### src/rtl/wb_stage.sv
// Writeback stage: holds one retiring instruction, waits for a load response when
// needed, formats load data and drives the register-file write / forwarding port.
module wb_stage #(
    parameter int XLEN  = 32,
    parameter int CNT_W = 32
) (
    input  logic             clk,
    input  logic             reset,
    input  logic             in_valid,
    output logic             in_ready,
    input  logic [4:0]       in_rd,
    input  logic [1:0]       in_wb_sel,
    input  logic [2:0]       in_funct3,
    input  logic [XLEN-1:0]  in_alu_result,
    input  logic [XLEN-1:0]  in_pc_plus4,
    input  logic             dmem_rvalid,
    input  logic [XLEN-1:0]  dmem_rdata,
    output logic             rf_write_en,
    output logic [4:0]       rf_write_addr,
    output logic [XLEN-1:0]  rf_write_value,
    output logic             fwd_valid,
    output logic [CNT_W-1:0] retire_count,
    output logic             err_misaligned,
    output logic             err_unexp_rsp
);

    localparam logic [1:0] ST_IDLE      = 2'd0;
    localparam logic [1:0] ST_WAIT_LOAD = 2'd1;
    localparam logic [1:0] ST_WRITE     = 2'd2;

    localparam logic [1:0] SEL_LOAD = 2'b01;
    localparam logic [1:0] SEL_PC4  = 2'b10;

    localparam logic [2:0] F3_LB  = 3'b000;
    localparam logic [2:0] F3_LH  = 3'b001;
    localparam logic [2:0] F3_LW  = 3'b010;
    localparam logic [2:0] F3_LBU = 3'b100;
    localparam logic [2:0] F3_LHU = 3'b101;

    logic [1:0]       r_state;
    logic [4:0]       r_rd;
    logic [2:0]       r_funct3;
    logic [1:0]       r_off;
    logic [XLEN-1:0]  r_value;
    logic [CNT_W-1:0] r_retire;
    logic             r_errMisaligned;
    logic             r_errUnexp;

    logic             w_accept;
    logic             w_isLoad;
    logic             w_inWrite;
    logic             w_rspTaken;
    logic [XLEN-1:0]  w_directValue;
    logic [7:0]       w_byte;
    logic [15:0]      w_half;
    logic [XLEN-1:0]  w_loadValue;
    logic             w_loadBad;

    // A pending load blocks new work; a response in the same cycle is consumed first.
    assign in_ready      = (r_state != ST_WAIT_LOAD);
    assign w_accept      = in_valid && in_ready;
    assign w_isLoad      = (in_wb_sel == SEL_LOAD);
    assign w_inWrite     = (r_state == ST_WRITE);
    assign w_rspTaken    = (r_state == ST_WAIT_LOAD) && dmem_rvalid;
    assign w_directValue = (in_wb_sel == SEL_PC4) ? in_pc_plus4 : in_alu_result;

    always_comb begin
        w_byte = dmem_rdata[7:0];
        case (r_off)
            2'd0:    w_byte = dmem_rdata[7:0];
            2'd1:    w_byte = dmem_rdata[15:8];
            2'd2:    w_byte = dmem_rdata[23:16];
            default: w_byte = dmem_rdata[31:24];
        endcase
        w_half = r_off[1] ? dmem_rdata[31:16] : dmem_rdata[15:0];
    end

    // Misaligned or unknown widths still retire and write, but with a zero value.
    always_comb begin
        w_loadValue = '0;
        w_loadBad   = 1'b0;
        case (r_funct3)
            F3_LB:  w_loadValue = {{(XLEN-8){w_byte[7]}}, w_byte};
            F3_LBU: w_loadValue = {{(XLEN-8){1'b0}}, w_byte};
            F3_LH: begin
                if (r_off[0]) begin
                    w_loadBad = 1'b1;
                end else begin
                    w_loadValue = {{(XLEN-16){w_half[15]}}, w_half};
                end
            end
            F3_LHU: begin
                if (r_off[0]) begin
                    w_loadBad = 1'b1;
                end else begin
                    w_loadValue = {{(XLEN-16){1'b0}}, w_half};
                end
            end
            F3_LW: begin
                if (r_off != 2'd0) begin
                    w_loadBad = 1'b1;
                end else begin
                    w_loadValue = dmem_rdata;
                end
            end
            default: w_loadBad = 1'b1;
        endcase
    end

    always_ff @(posedge clk or posedge reset) begin
        if (reset) begin
            r_state <= ST_IDLE;
        end else begin
            case (r_state)
                ST_IDLE: begin
                    if (w_accept) begin
                        r_state <= w_isLoad ? ST_WAIT_LOAD : ST_WRITE;
                    end
                end
                ST_WAIT_LOAD: begin
                    if (dmem_rvalid) begin
                        r_state <= ST_WRITE;
                    end
                end
                ST_WRITE: begin
                    if (w_accept) begin
                        r_state <= w_isLoad ? ST_WAIT_LOAD : ST_WRITE;
                    end else begin
                        r_state <= ST_IDLE;
                    end
                end
                default: r_state <= ST_IDLE;
            endcase
        end
    end

    always_ff @(posedge clk or posedge reset) begin
        if (reset) begin
            r_rd     <= '0;
            r_funct3 <= '0;
            r_off    <= '0;
        end else if (w_accept) begin
            r_rd     <= in_rd;
            r_funct3 <= in_funct3;
            r_off    <= in_alu_result[1:0];
        end
    end

    // Accept and response are mutually exclusive, so one register holds either result.
    always_ff @(posedge clk or posedge reset) begin
        if (reset) begin
            r_value <= '0;
        end else if (w_accept) begin
            r_value <= w_directValue;
        end else if (w_rspTaken) begin
            r_value <= w_loadValue;
        end
    end

    always_ff @(posedge clk or posedge reset) begin
        if (reset) begin
            r_retire        <= '0;
            r_errMisaligned <= 1'b0;
            r_errUnexp      <= 1'b0;
        end else begin
            if (w_inWrite) begin
                r_retire <= r_retire + CNT_W'(1);
            end
            if (w_rspTaken && w_loadBad) begin
                r_errMisaligned <= 1'b1;
            end
            if (dmem_rvalid && (r_state != ST_WAIT_LOAD)) begin
                r_errUnexp <= 1'b1;
            end
        end
    end

    assign rf_write_en    = w_inWrite && (r_rd != 5'd0);
    assign fwd_valid      = rf_write_en;
    assign rf_write_addr  = w_inWrite ? r_rd : 5'd0;
    assign rf_write_value = w_inWrite ? r_value : '0;
    assign retire_count   = r_retire;
    assign err_misaligned = r_errMisaligned;
    assign err_unexp_rsp  = r_errUnexp;

endmodule

### config.mk
export PLATFORM = sky130hd
export DESIGN_NAME = wb_stage
export DESIGN_NICKNAME = d
export VERILOG_FILES = /design/src/rtl/wb_stage.sv
export SDC_FILE = /design/constraint.sdc
export NUM_CORES = 1
export LEC_CHECK = 0
export CAP_MARGIN = 20
export CORE_ASPECT_RATIO = 1.2
export CORE_MARGIN = 2
export CORE_UTILIZATION = 40
export CTS_BUF_LIST = sky130_fd_sc_hd__clkbuf_16
export CTS_CLUSTER_DIAMETER = 30
export DETAILED_ROUTE_END_ITERATION = 10
export HOLD_SLACK_MARGIN = 0.12
export PLACE_DENSITY = 0.77
export SYNTH_ARGS = -nofsm -noshare
export SYNTH_HDL_FRONTEND = slang
export SYNTH_SLANG_ARGS = --single-unit
### constraint.sdc
create_clock -name clk -period 2.41 [get_ports clk]
set_clock_uncertainty 0.05 [all_clocks]
set_input_delay 0.3615 -clock clk [delete_from_list [all_inputs] [get_ports clk]]
set_output_delay 0.3615 -clock clk [all_outputs]
set_load 0.01 [all_outputs]
==> flow_summary.json, run 1 <==
{
  "status": "complete, no violations",
  "drive_gt1_share_pct": 9.09,
  "syn_inst": 520,
  "nNetsFinal": 812,
  "clock_latency_ns": 0.33,
  "syn_to_final_growth_pct": 50.5,
  "grt_usage_pct": 25.1,
  "synth_edf_count": 0,
  "yosys.cell_types.count": 51,
  "clock-sinks": 78,
  "power.internal_w": 0.00284,
  "gp_congestion": 0.912,
  "grt_pass1_vias": 4727,
  "p_sw_share_pct": 30.4,
  "required_ns": 2.00,
  "die_y_um": 123,
  "grt_overflow": 0,
  "fillCellCount": 974,
  "antenna_found_initial": 0,
  "hpwl_mm": 11.8,
  "cp_slowest_cell": "or4_1",
  "rows": 43,
  "worstSetupEndpoint": "rf_write_en",
  "fin_crit_ns": 2.35,
  "yosys_warnings": 0,
  "path_delay_family": "simple AND/OR/NAND/NOR gates",
  "start_util_pct": 40.9,
  "reg2regPathDepth": 5,
  "grt_max_degree": 79,
  "r2r_slack_ns": 0.35,
  "crit_type": "register to output port",
  "peakVddDrop_v": 0.000315,
  "drc_errors": 0,
  "syn_area_per_cell_um2": 9.05,
  "clkTransAtPathRegs_ns": 0.06,
  "die-area_um2": 12700,
  "dp.cells": 847,
  "hold_class": "primary input to async pin",
  "htree_levels": 3,
  "cts_tree": "yes",
  "boundaryPins": 184,
  "worstPathMaxFanout": 3,
  "powerDensity_nw_per_um2": 575,
  "synthesis.nets": 631,
  "slew_headroom_pct": 55.9,
  "grt_pass1_wl_mm": 24.3,
  "worst-path-buf-inv": 1,
  "ant_nets": 0,
  "combPwrFrac_pct": 29.5,
  "seqPwrFrac_pct": 41.0,
  "drtIter0Drc": 241,
  "clockBufferDepth": 2,
  "setup_viol": 0,
  "crit_chain": "or4_1, o21a_1, clkdlybuf4s50_1",
  "layout.cells.non_filler": 861,
  "mostFrequentLayoutCells": "clkdlybuf4s50_1 (183), nand2_1 (89), dfrtp_1 (78)",
  "start_kind": "register",
  "io_buffers": 183,
  "design_area_um2": 7080,
  "yosys_most_used_dff": "dfrtp_1",
  "crit_path_max_incr_delay_ns": 0.53,
  "max_freq_mhz": 425,
  "p_leak_nw": 2.99,
  "die_w_um": 103,
  "end_kind": "output port",
  "reg2reg_from": "r_off[0]",
  "worstSetupPathDepth": 3,
  "hold_violations": 0,
  "ys_ff_latch": 78,
  "drt-total-wl_mm": 15.5,
  "numCtsBuffers": 9,
  "num_vias": 4739,
  "tns_ns": 0,
  "drt-vias-per-instance": 5.50,
  "final_common_cell": "clkdlybuf4s50_1",
  "clockRootBuffer": "clkbuf_16",
  "async_reset_ff_share_pct": 100,
  "maxCapViolCount": 0,
  "syn_area_um2": 4710,
  "hold_buffers": 0,
  "wl_per_cell_um": 18.0,
  "final_max_slew_viol_count": 0,
  "rsz0062_at_grt": "false",
  "dr.pass1.iters": 5,
  "synth_seq_area_share_pct": 41.5,
  "pwr-share-clk_pct": 29.5,
  "arrival_ns": 1.94,
  "placed_area_um2": 6830,
  "rr_endpoint": "r_value[15]",
  "n_antenna_cell": 0,
  "placeableCoreArea_um2": 11500,
  "power.switching_w": 0.00124,
  "finalCritPeriodShare_pct": 97.6,
  "setup.worst_path.start": "r_rd[1]",
  "worstMarginPinSlew_ns": 0.662
}
[worst reg2reg max path, delay by kind of cell, from the launching register on]
kind	cells	cell delay [ns]
buf+inv	1	0.16
simple gates	1	0.12
compound gates	2	0.44
flops	1	0.76
mux	1	0.42
[power groups by stage]
| stage | sequential, W | clock, W | combinational (W) |
|---|---|---|---|
| floorplan | 0.00164 | 0 | 0.000592 |
| global placement | 0.00167 | 0 | 0.00118 |
| detailed placement | 0.00168 | 0 | 0.00120 |
| CTS | 0.00166 | 0.00123 | 0.00121 |
| global route | 0.00169 | 0.00128 | 0.00131 |
| finish | 0.00167 | 0.00120 | 0.00120 |
[final cells by class]
type	count	area [um2]	share of cell area, %
clock inverters	5	27.5	0.389
clock buffers	9	225	3.18
repair buffers	209	2080	29.3
well taps	157	196	2.77
inverters	5	20.0	0.283
multi-input cells	398	2580	36.5
flip-flops and latches	78	1950	27.6
[registers in the layout, summed over array words and instances (netlist names)]
signal	flops
r_value	32
err_unexp_rsp	1
r_off	2
err_misaligned	1
retire_count	32
r_funct3	3
r_rd	5
r_state	2
[logic make-up after synthesis]
family	count (synthesis)	synth area share, %
simple gates	228	25.6
compound gates	112	16.9
flops	78	41.5
buf+inv	44	3.99
xor+xnor	31	5.77
mux	26	6.09
fa+ha+maj	1	0.266
[timing repair]
item	CTS	global route
buffers inserted	0	0
resized for setup	0	1
setup endpoints to repair	0	23
hold endpoints to repair	0	0
[metrics by stage]
| step | hold slack, ns | setup WS [ns] | utilization, % | total power, W |
|---|---|---|---|---|
| detailed placement | 0.415 | 0.105 | 59.3 | 0.00288 |
| global placement | 0.411 | 0.156 | 59.3 | 0.00285 |
| global route | 0.436 | 0.00123 | 61.5 | 0.00428 |
| floorplan | 0.398 | 0.00347 | - | 0.00223 |
| CTS | 0.404 | 0.0235 | 61.5 | 0.00410 |
| finish | 0.377 | 0.0569 | 61.5 | 0.00407 |
[cell usage after synthesis (2+ instances only)]
| cell | n | area [um2] |
|---|---|---|
| o22ai_1 | 8 | 50.1 |
| and4_1 | 5 | 43.8 |
| buf_4 | 2 | 15.0 |
| dfrtp_1 | 78 | 1950 |
| and2_1 | 39 | 244 |
| a222oi_1 | 3 | 30.0 |
| o21a_1 | 3 | 22.5 |
| mux2i_1 | 14 | 140 |
| or4_1 | 2 | 15.0 |
| a21oi_1 | 20 | 100 |
| a221o_1 | 2 | 20.0 |
| and3_1 | 3 | 18.8 |
| nor3b_1 | 2 | 15.0 |
| a31oi_1 | 17 | 106 |
| a2111oi_0 | 4 | 35.0 |
| buf_2 | 6 | 30.0 |
| nor4_1 | 3 | 18.8 |
| nand4_1 | 9 | 56.3 |
| o221a_2 | 3 | 33.8 |
| buf_1 | 3 | 11.3 |
| a22oi_1 | 7 | 52.6 |
| nor2b_1 | 11 | 68.8 |
| nor3_1 | 8 | 40.0 |
| a21boi_0 | 3 | 22.5 |
| clkbuf_1 | 27 | 101 |
| nand2b_1 | 7 | 43.8 |
| nor2_1 | 9 | 33.8 |
| a22o_1 | 5 | 43.8 |
| nand3_1 | 33 | 165 |
| a211o_1 | 17 | 149 |
| inv_1 | 5 | 18.8 |
| o21ai_0 | 12 | 60.1 |
| nand2_1 | 89 | 334 |
| mux2_2 | 11 | 124 |
| xor2_1 | 9 | 78.8 |
| xnor2_1 | 22 | 193 |
| o221ai_1 | 5 | 43.8 |
[metal layers]
metal	wire length, um	vias to the layer above	global-route usage, %
li1	-	2237	-
met1	5910	2247	30.0
met2	7870	229	43.2
met3	1300	26	6.04
met4	385	0	9.29
met5	0	-	0
[how the worst min path moves through the flow]
stage	end	slack, ns	depth (start not counted)	start
finish	retire_count[24]	0.38	3	reset
global route	retire_count[24]	0.44	3	reset
CTS	retire_count[27]	0.40	3	reset
detailed placement	err_misaligned	0.42	1	err_misaligned
global placement	r_value[16]	0.41	1	r_value[16]
floorplan	r_value[7]	0.40	2	r_value[7]
Note: power is estimated with default switching activity, not from simulation.
==> run 2: changes to the inputs <==
--- a/config.mk
+++ b/config.mk
@@ -14,6 +14,7 @@
 export DETAILED_ROUTE_END_ITERATION = 10
 export HOLD_SLACK_MARGIN = 0.12
 export PLACE_DENSITY = 0.77
+export SETUP_SLACK_MARGIN = 0.2
 export SYNTH_ARGS = -nofsm -noshare
 export SYNTH_HDL_FRONTEND = slang
 export SYNTH_SLANG_ARGS = --single-unit
==> run 2 against run 1 <==
Routed wire length rose by 5.5%. Critical path depth increased by 1. Register-to-register slack barely moved. Worst setup slack gained 0.17 ns. Fmax is 8.0% higher. Sequential power barely moved. Non-clock buffer count grew 6. First-iteration DRC count rose by 43%. Core utilization is 1.2 points higher. Hold slack gained 0.024 ns. Flip-flop and latch count is the same. Clock-buffer cell count stayed put.
==> flow_summary.json, run 2 (synthesis results as in run 1) <==
{
  "io_buffers": 183,
  "clockRootBuffer": "clkbuf_16",
  "die_y_um": 123,
  "grt_usage_pct": 25.9,
  "grt_pass1_wl_mm": 25.2,
  "clockBufferDepth": 2,
  "power.internal_w": 0.00295,
  "num_vias": 4939,
  "worstSetupPathDepth": 4,
  "grt_overflow": 0,
  "final_util_pct": 62.7,
  "nNetsFinal": 818,
  "hpwl_mm": 12.1,
  "combPwrFrac_pct": 29.6,
  "pwr-share-clk_pct": 31.4,
  "p_sw_share_pct": 30.4,
  "placeableCoreArea_um2": 11500,
  "n_antenna_cell": 0,
  "powerDensity_nw_per_um2": 588,
  "placed_area_um2": 6850,
  "crit_type": "register to output port",
  "grt_max_degree": 46,
  "final_max_slew_viol_count": 0,
  "dr.pass1.iters": 5,
  "r2r_slack_ns": 0.36,
  "reg2regPathDepth": 5,
  "design_area_um2": 7220,
  "setup_viol": 0,
  "crit_chain": "nor2b_4, buf_8, and2_1, clkdlybuf4s50_1",
  "finalCritPeriodShare_pct": 90.4,
  "power.switching_w": 0.00129,
  "syn_to_final_growth_pct": 53.3,
  "boundaryPins": 184,
  "peakVddDrop_v": 0.000331,
  "fillCellCount": 982,
  "slew_headroom_pct": 55.5,
  "htree_levels": 3,
  "antenna_found_initial": 0,
  "drt-vias-per-instance": 5.68,
  "end_kind": "output port",
  "crit_path_max_incr_delay_ns": 0.53,
  "rsz0062_at_grt": "false",
  "clock_latency_ns": 0.34,
  "arrival_ns": 1.77,
  "numCtsBuffers": 9,
  "die_w_um": 103,
  "rows": 43,
  "path_delay_family": "buffers and inverters",
  "p_leak_nw": 3.23,
  "start_kind": "register",
  "maxCapViolCount": 0,
  "grt_pass1_vias": 4895,
  "final_common_cell": "clkdlybuf4s50_1",
  "max_freq_mhz": 459,
  "start_util_pct": 40.9,
  "clkTransAtPathRegs_ns": 0.06,
  "die-area_um2": 12700,
  "drive_gt1_share_pct": 10.3,
  "hold_violations": 0,
  "seqPwrFrac_pct": 39.0,
  "status": "complete, no violations",
  "worstPathMaxFanout": 14,
  "cp_slowest_cell": "clkdlybuf4s50_1",
  "cts_tree": "yes",
  "worst-path-buf-inv": 2,
  "drc_errors": 0,
  "hold_buffers": 0,
  "fin_crit_ns": 2.18,
  "drtIter0Drc": 345,
  "drt-total-wl_mm": 16.3,
  "required_ns": 2.00,
  "worstMarginPinSlew_ns": 0.668,
  "mostFrequentLayoutCells": "clkdlybuf4s50_1 (156), nand2_1 (89), dfrtp_1 (76)",
  "ant_nets": 0,
  "clock-sinks": 78,
  "wl_per_cell_um": 18.8,
  "gp_congestion": 0.956,
  "hold_class": "primary input to async pin",
  "tns_ns": 0
}
## run 2: cell count changes in the layout (fill, tap and decap cells not counted), sizes merged, moves of 5 or more
cell,before,now
clkinvlp,0,5
dlygate4sd2,0,20
dlymetal6s2s,0,7
buf,26,31
clkinv,5,0
clkdlybuf4s50,183,156
## run 2: final timing paths
check	start	endpoint
max reg2reg	r_off[0]	r_value[31]
max	r_state[0]	rf_write_value[4]
min in group clk	err_unexp_rsp	err_unexp_rsp
min	reset	retire_count[12]
max in group asynchronous	reset	r_state[1]
min reg2reg	err_unexp_rsp	err_unexp_rsp
## run 2: through the flow
step / total power [W] / instances / hold slack (ns) / setup WS (ns)
after global routing: 0.00444 / 869 / 0.428 / 0.190
after floorplan: 0.00223 / 520 / 0.398 / 0.498
after detailed placement: 0.00291 / 846 / 0.405 / 0.0493
final: 0.00424 / 869 / 0.401 / 0.231
after global placement: 0.00287 / 846 / 0.393 / 0.161
after CTS: 0.00424 / 864 / 0.404 / 0.188
## run 2: worst reg2reg max path: cells and delay by family (launching register included)
| family | cells | cell delay [ns] |
|---|---|---|
| AO/OA/AOI/OAI | 2 | 0.46 |
| AND/OR/NAND/NOR | 2 | 0.87 |
| flip-flops | 1 | 0.40 |
| buffers and inverters | 1 | 0.21 |
## run 2: what timing repair did
item                                    CTS  global route
cloned                                    0             1
resized for setup                        25             7
endpoints found under the setup margin   39            17
setup buffers                             2             4
## run 2: layout make-up
class / count / area [um2] / area share [%]
inverters: 5 / 22.5 / 0.312
repair buffers: 215 / 2160 / 30.0
clock inverters: 7 / 67.6 / 0.936
clock buffers: 9 / 225 / 3.12
flip-flops and latches: 78 / 1950 / 27.1
well taps: 157 / 196 / 2.72
multi-input cells: 398 / 2580 / 35.8
## run 2: power by group through the flow
stage / registers [W] / logic (W) / clock network, W
final: 0.00165 / 0.00126 / 0.00133
after global routing: 0.00168 / 0.00135 / 0.00141
after CTS: 0.00165 / 0.00123 / 0.00136
after detailed placement: 0.00167 / 0.00124 / 0
after global placement: 0.00166 / 0.00121 / 0
after floorplan: 0.00164 / 0.000592 / 0
## run 2: metal layers
layer	part of all wire [%]	GRT usage (%)	up-vias
met1	39	32.2	2370
met2	48	42.6	283
li1	-	-	2248
met5	0	0	-
met4	3.6	10.9	0
met3	9.0	6.04	38
==> run 3: changes to the inputs <==
--- a/config.mk
+++ b/config.mk
@@ -12,6 +12,7 @@
 export CTS_BUF_LIST = sky130_fd_sc_hd__clkbuf_16
 export CTS_CLUSTER_DIAMETER = 30
 export DETAILED_ROUTE_END_ITERATION = 10
+export GPL_TIMING_DRIVEN = 0
 export HOLD_SLACK_MARGIN = 0.12
 export PLACE_DENSITY = 0.77
 export SETUP_SLACK_MARGIN = 0.2
==> run 3 against run 2 <==
Combinational power is essentially flat. Worst setup slack worse by 0.042 ns. Critical path depth unchanged. Critical endpoint is now rf_write_value[1]. Total power is 2.2% lower. Die area is the same. Sequential share of layout area is 0.089 points lower.
==> flow_summary.json, run 3 (synthesis results as in run 1) <==
{
  "status": "complete, no violations",
  "rsz0062_at_grt": "true",
  "drc_errors": 0,
  "drt-vias-per-instance": 5.57,
  "worstMarginPinSlew_ns": 0.859,
  "num_vias": 4959,
  "worstPathMaxFanout": 7,
  "layout.cells.non_filler": 891,
  "clkTransAtPathRegs_ns": 0.06,
  "n_antenna_cell": 0,
  "maxCapViolCount": 0,
  "arrival_ns": 1.81,
  "final_util_pct": 62.9,
  "design_area_um2": 7240,
  "drive_gt1_share_pct": 11.3,
  "setup_viol": 0,
  "path_delay_family": "buffers and inverters",
  "cts_tree": "yes",
  "crit_chain": "nor2b_4, clkbuf_8, and2_1, clkdlybuf4s50_1",
  "final_common_cell": "clkdlybuf4s50_1",
  "rows": 43,
  "gp_congestion": 0.976,
  "slew_headroom_pct": 42.3,
  "peakVddDrop_v": 0.000402,
  "hold_class": "primary input to async pin",
  "clock_latency_ns": 0.33,
  "hold_violations": 0,
  "die_w_um": 103,
  "clockRootBuffer": "clkbuf_16",
  "final_max_slew_viol_count": 0,
  "max_freq_mhz": 450,
  "dr.pass1.iters": 5,
  "fin_crit_ns": 2.22,
  "mostFrequentLayoutCells": "clkdlybuf4s50_1 (145), nand2_1 (88), dfrtp_1 (76)",
  "combPwrFrac_pct": 30.8,
  "power.switching_w": 0.00130,
  "clockBufferDepth": 2,
  "pwr-share-clk_pct": 29.7,
  "io_buffers": 183,
  "numCtsBuffers": 9,
  "grt_overflow": 0,
  "htree_levels": 3,
  "hold_buffers": 0,
  "crit_type": "register to output port",
  "grt_pass1_wl_mm": 25.5,
  "p_leak_nw": 3.41,
  "cp_slowest_cell": "clkdlybuf4s50_1",
  "seqPwrFrac_pct": 39.5,
  "die-area_um2": 12700,
  "nNetsFinal": 840,
  "placed_area_um2": 6780,
  "end_kind": "output port",
  "worst-path-buf-inv": 2,
  "finalCritPeriodShare_pct": 92.2,
  "grt_usage_pct": 26.8,
  "placeableCoreArea_um2": 11500,
  "required_ns": 2.00,
  "hpwl_mm": 13.1,
  "drtIter0Drc": 326,
  "power.internal_w": 0.00284,
  "tns_ns": 0,
  "fillCellCount": 1006,
  "wl_per_cell_um": 19.1,
  "drt-total-wl_mm": 17.0,
  "powerDensity_nw_per_um2": 573,
  "grt_pass1_vias": 4993,
  "ant_nets": 0,
  "grt_max_degree": 33,
  "boundaryPins": 184,
  "p_sw_share_pct": 31.4,
  "antenna_found_initial": 0,
  "start_kind": "register",
  "dp.cells": 862,
  "die_y_um": 123,
  "holdWs_ns": 0.347,
  "clock-sinks": 78,
  "syn_to_final_growth_pct": 53.8,
  "crit_path_max_incr_delay_ns": 0.54,
  "start_util_pct": 40.9
}
==> run 3: per-stage QoR <==
step / power [W] / setup WS, ns
finish: 0.00415 / 0.189
global route: 0.00436 / 0.117
CTS: 0.00415 / 0.0845
detailed placement: 0.00289 / -0.338
global placement: 0.00285 / -0.295
floorplan: 0.00223 / 0.498
==> run 3: area by class of cell <==
type | instances | area, um2 | share of cell area [%]
plain buffers | 39 | 221 | 3.06
clock buffers | 9 | 225 | 3.11
repair buffers | 198 | 1990 | 27.4
clock inverters | 7 | 41.3 | 0.570
well taps | 157 | 196 | 2.71
flip-flops and latches | 78 | 1950 | 27.0
multi-input cells | 398 | 2590 | 35.8
inverters | 5 | 22.5 | 0.311
==> run 3: what timing repair did <==
item	in CTS	in global routing
pin swaps	0	1
setup buffers	7	5
gates resized for setup	40	45
cloned	1	0
endpoints found under the setup margin	59	55
==> run 3: power groups by stage <==
| stage | logic [W] | clock network [W] | registers (W) |
|---|---|---|---|
| floorplan | 0.000592 | 0 | 0.00164 |
| global placement | 0.00121 | 0 | 0.00165 |
| detailed placement | 0.00123 | 0 | 0.00165 |
| CTS | 0.00126 | 0.00126 | 0.00163 |
| global route | 0.00138 | 0.00132 | 0.00166 |
| finish | 0.00128 | 0.00123 | 0.00164 |
==> run 3: worst paths after layout <==
kind,slack (ns),end,cells after the start,startpoint
max,0.19,rf_write_value[1],4,r_state[0]
min,0.35,r_value[21],2,reset
max reg2reg,0.28,r_value[8],6,r_state[1]
min reg2reg,0.41,err_unexp_rsp,1,err_unexp_rsp
max in group asynchronous,1.46,r_rd[0],3,reset
min in group clk,0.41,err_unexp_rsp,1,err_unexp_rsp
==> run 3: metal layers <==
metal | track usage [%] | part of all wire (%)
met4 | 9.70 | 2.8
met3 | 6.44 | 7.7
met5 | 0 | 0
met1 | 30.7 | 38
met2 | 47.8 | 51
